File: src/rtl/sync_fifo_ctrl.sv
// Pointer, flag and read-valid controller for a single-clock FIFO wrapped around a
// simple dual-port RAM with 1 + OUTPUT_REG cycles of read latency.
module sync_fifo_ctrl #(
  parameter int ADDR_WIDTH = 9,
  parameter int OUTPUT_REG = 1,
  parameter int PROG_FULL  = 496,
  parameter int PROG_EMPTY = 16
) (
  input  logic                  clk,
  input  logic                  reset,
  input  logic                  wr_en,
  input  logic                  rd_en,
  output logic                  ram_we,
  output logic [ADDR_WIDTH-1:0] ram_waddr,
  output logic                  ram_re,
  output logic [ADDR_WIDTH-1:0] ram_raddr,
  output logic                  rd_valid,
  output logic                  full,
  output logic                  empty,
  output logic                  almost_full,
  output logic                  almost_empty,
  output logic [ADDR_WIDTH:0]   count,
  output logic                  overflow,
  output logic                  underflow
);

  localparam int                LAT   = 1 + OUTPUT_REG;
  localparam logic [ADDR_WIDTH:0] DEPTH = (ADDR_WIDTH+1)'(2**ADDR_WIDTH);
  localparam logic [ADDR_WIDTH:0] PF    = (ADDR_WIDTH+1)'(PROG_FULL);
  localparam logic [ADDR_WIDTH:0] PE    = (ADDR_WIDTH+1)'(PROG_EMPTY);

  if (PROG_FULL > 2**ADDR_WIDTH || PROG_EMPTY >= PROG_FULL ||
      OUTPUT_REG < 0 || OUTPUT_REG > 1) begin : g_param_check
    $error("sync_fifo_ctrl: illegal PROG_FULL/PROG_EMPTY/OUTPUT_REG combination");
  end

  logic                  wr_ok, rd_ok;
  logic [ADDR_WIDTH:0]   wr_ptr_q, wr_ptr_d;
  logic [ADDR_WIDTH:0]   rd_ptr_q, rd_ptr_d;
  logic [ADDR_WIDTH:0]   count_q, count_d;
  logic                  full_q, full_d;
  logic                  empty_q, empty_d;
  logic                  afull_q, afull_d;
  logic                  aempty_q, aempty_d;
  logic                  ovf_q, ovf_d;
  logic                  udf_q, udf_d;
  logic [LAT-1:0]        vld_q, vld_d;

  // Acceptance uses the registered flags, so a full FIFO still accepts a pop and an
  // empty FIFO still accepts a push in the same cycle.
  always_comb begin
    wr_ok    = wr_en & ~full_q;
    rd_ok    = rd_en & ~empty_q;
    wr_ptr_d = wr_ptr_q + {{ADDR_WIDTH{1'b0}}, wr_ok};
    rd_ptr_d = rd_ptr_q + {{ADDR_WIDTH{1'b0}}, rd_ok};
    count_d  = count_q + {{ADDR_WIDTH{1'b0}}, wr_ok} - {{ADDR_WIDTH{1'b0}}, rd_ok};
    full_d   = (count_d == DEPTH);
    empty_d  = (count_d == '0);
    afull_d  = (count_d >= PF);
    aempty_d = (count_d <= PE);
    ovf_d    = wr_en & full_q;
    udf_d    = rd_en & empty_q;
    vld_d    = LAT'({vld_q, rd_ok});
  end

  always_ff @(posedge clk or posedge reset) begin
    if (reset) begin
      wr_ptr_q <= '0;
      rd_ptr_q <= '0;
      count_q  <= '0;
      full_q   <= 1'b0;
      empty_q  <= 1'b1;
      afull_q  <= 1'b0;
      aempty_q <= 1'b1;
      ovf_q    <= 1'b0;
      udf_q    <= 1'b0;
      vld_q    <= '0;
    end else begin
      wr_ptr_q <= wr_ptr_d;
      rd_ptr_q <= rd_ptr_d;
      count_q  <= count_d;
      full_q   <= full_d;
      empty_q  <= empty_d;
      afull_q  <= afull_d;
      aempty_q <= aempty_d;
      ovf_q    <= ovf_d;
      udf_q    <= udf_d;
      vld_q    <= vld_d;
    end
  end

  assign ram_we       = wr_ok;
  assign ram_re       = rd_ok;
  assign ram_waddr    = wr_ptr_q[ADDR_WIDTH-1:0];
  assign ram_raddr    = rd_ptr_q[ADDR_WIDTH-1:0];
  assign rd_valid     = vld_q[LAT-1];
  assign full         = full_q;
  assign empty        = empty_q;
  assign almost_full  = afull_q;
  assign almost_empty = aempty_q;
  assign count        = count_q;
  assign overflow     = ovf_q;
  assign underflow    = udf_q;

endmodule

File: config.mk
export PLATFORM = sky130hd
export DESIGN_NAME = sync_fifo_ctrl
export DESIGN_NICKNAME = d
export VERILOG_FILES = /design/src/rtl/sync_fifo_ctrl.sv
export SDC_FILE = /design/constraint.sdc
export NUM_CORES = 1
export LEC_CHECK = 0
export CAP_MARGIN = 20
export CORE_UTILIZATION = 45
export CTS_CLUSTER_DIAMETER = 60
export CTS_CLUSTER_SIZE = 12
export DETAILED_ROUTE_END_ITERATION = 8
export PLACE_DENSITY = 0.72
export SYNTH_ARGS = -nofsm -noshare
export SYNTH_HDL_FRONTEND = slang
export SYNTH_SLANG_ARGS = --single-unit
File: constraint.sdc
create_clock -name clk -period 8 [get_ports clk]
set_input_delay 0.8 -clock clk [delete_from_list [all_inputs] [get_ports clk]]
set_output_delay 0.8 -clock clk [all_outputs]
set_load 0.05 [all_outputs]
==> results.cfg <==
[outcome]
status = completed

[finish]
final_cells = 245
drive_gt1_share_pct = 7.61
mostFrequentLayoutCells = clkdlybuf4s50_1, dfrtp_1, inv_1
nNetsFinal = 214
layout_commonest_cell = clkdlybuf4s50_1
antennaDiodeCount = 0
synthToLayoutAreaGrowth_pct = 31.9
nFillCells = 298

[setup_path]
worst_setup_path_start_kind = input pin
path_delay_family = simple AND/OR/NAND/NOR gates
r2r-end = empty
path_buf_inv = 1
path_cells = clkdlybuf4s50_1 -> nor2b_1 -> xor2_1 -> ha_1 -> fa_1 -> a21o_1 -> a221oi_4 -> xnor2_1 -> or3_1 -> nor4_1
rr_startpoint = empty
r2r_slack_ns = 5.15
cp_max_fo = 6
cp-end-kind = flip-flop
required_ns = 8.18
critPathKind = in -> reg
cp_slowest_stage_delay_ns = 0.47
crit_slowest_cell = clkdlybuf4s50_1
cp_data_arrival_time_ns = 3.67
rr_worst_depth = 9

[global_routing]
grt_max_degree = 37
use_met1_pct = 23.3
top_usage_layer = met2
groute.usage.overall_pct = 18.8
grt_pass1_wl_um = 5890
grt_use_met3_pct = 4.23
grt_pass1_vias = 1281
grt_overflow = 0
antenna_found_initial = 0
grt_use_met2_pct = 31.1

[timing]
rsz0062_at_grt = no
setup_violations = 0
tns_ns = 0
slew_headroom_pct = 65.1
timing.final.crit_share_pct = 43.7
fin_crit_ns = 3.50
fin_skew_ns = 0.00524
hold_viol_final = 0
tightestPinTransition_ns = 0.522
slew_viol_final = 0
fmax_mhz = 286

[min_path]
min_to = vld_q[1]
worstHoldStart = vld_q[0]
holdPathStages = 0
hp-class = reg -> reg

[yosys]
synthArstFlopShare_pct = 100
syn-num-nets = 167
synth.avg_cell_area_um2 = 11.7
synthesis.instances = 150
seq_area_frac_synth_pct = 51.5
yosys_most_used_dff = dfrtp_1
syn_area_mm2 = 0.00176
synth-edff-count = 0
synth_cell_type_count = 37
synth-seq-cells = 36
ys_warn_count = 0

[clocking]
htree_levels = 2
postCtsResizedCells = 0
cts_made_buffers = 5
clock_path_buffers = 2
ctsRootBufferMaster = clkbuf_8
clk_pin_slew_ns = 0.07
ctsHoldBuffers = 0
cts_tree = built
insertion_delay_ns = 0.28
cts_setup_buffers = 0
cts.sinks = 36

[place]
gp_congestion = 0.847
dpl.hpwl_um = 2520
dp_cells = 238
port_buffers = 40

[die]
core_mm2 = 0.00369
die_area_mm2 = 0.00415
start_util_pct = 47.6
fp-row-count = 22
die_h_um = 64.5
die_x_um = 64.5
ios = 41

[route]
num_vias = 1252
drc = 0
first_pass_iters = 4
avgViaCountPerCell = 5.11
wl_um = 3310
wl_per_cell_um = 13.5
drtAntennaViolNets = 0
drt-initial-drc-count = 91

[run]
maxCapViolations = 0
==> worst max path at each step <==
stage / start / end / depth (start not counted)
after global routing: rd_en / almost_empty / 10
after global placement: rd_en / empty / 10
final: rd_en / empty / 10
after detailed placement: rd_en / empty / 10
after CTS: rd_en / empty / 10
after floorplan: rd_en / almost_empty / 10
==> flip-flops by register name (all words and copies together) (netlist names) <==
signal and count:
almost_empty 1, almost_full 1, count 10, empty 1, full 1, overflow 1, rd_ptr_q 9, underflow 1
vld_q 2, wr_ptr_q 9
==> worst reg2reg max path: cells and delay by family (launching register included) <==
family                     cells  cell delay, ns
AOI/OAI and AO/OA              2            0.48
xor gates and xnor gates       2            0.28
adders and majority gates      2            0.67
DFF                            1            0.37
and+or+nand+nor                3            0.94
==> per-layer routing <==
metal,share of wire (%),vias to the layer above
met1,45,605
li1,-,611
met5,0,-
met2,50,32
met4,1.8,0
met3,2.8,4
==> logic make-up (layout without fill, tap and decap cells) <==
family / count (synthesis) / in the layout / share of synthesized area (%)
buf+inv: 15 / 62 / 3.21
flops: 36 / 36 / 51.5
simple gates: 41 / 41 / 13.2
fa+ha+maj: 13 / 13 / 9.69
compound gates: 22 / 22 / 11.0
xor+xnor: 23 / 23 / 11.5
==> synthesized netlist by cell type, types with 2 or more instances <==
master | instances | area, um^2
nand2_1 | 4 | 15.0
nand2b_1 | 2 | 12.5
nor3_1 | 6 | 30.0
nand4_1 | 2 | 12.5
xnor2_1 | 13 | 114
ha_1 | 12 | 150
inv_1 | 14 | 52.6
nor4_1 | 2 | 12.5
and2_1 | 5 | 31.3
and3_1 | 2 | 12.5
a21o_1 | 5 | 37.5
a21oi_1 | 4 | 20.0
nor2_1 | 2 | 7.51
dfrtp_1 | 34 | 851
dfstp_2 | 2 | 52.6
nor2b_1 | 3 | 18.8
nand3_1 | 9 | 45.0
xor2_1 | 10 | 87.6
==> final cells by class <==
class / instances / area (um^2) / share of cell area [%]
Sequential cell: 36 / 903 / 39.0
Multi-Input combinational cell: 99 / 796 / 34.4
Timing Repair Buffer: 41 / 408 / 17.6
Clock buffer: 7 / 96.3 / 4.16
Tap cell: 48 / 60.1 / 2.59
Inverter: 14 / 52.6 / 2.27
==> metrics by stage <==
step	worst slack, ns	area, um^2	hold slack [ns]	utilization (%)
after global routing	4.21	2320	0.368	62.8
after CTS	4.49	2320	0.360	62.8
after global placement	4.31	2220	0.335	60.2
after detailed placement	4.21	2220	0.345	60.2
final	4.50	2320	0.359	62.8
after floorplan	4.51	1760	0.331	-
Power is left out: the tool's default activity adds up to more than one toggle a clock period on the data nets, which glitch-free logic cannot reach.
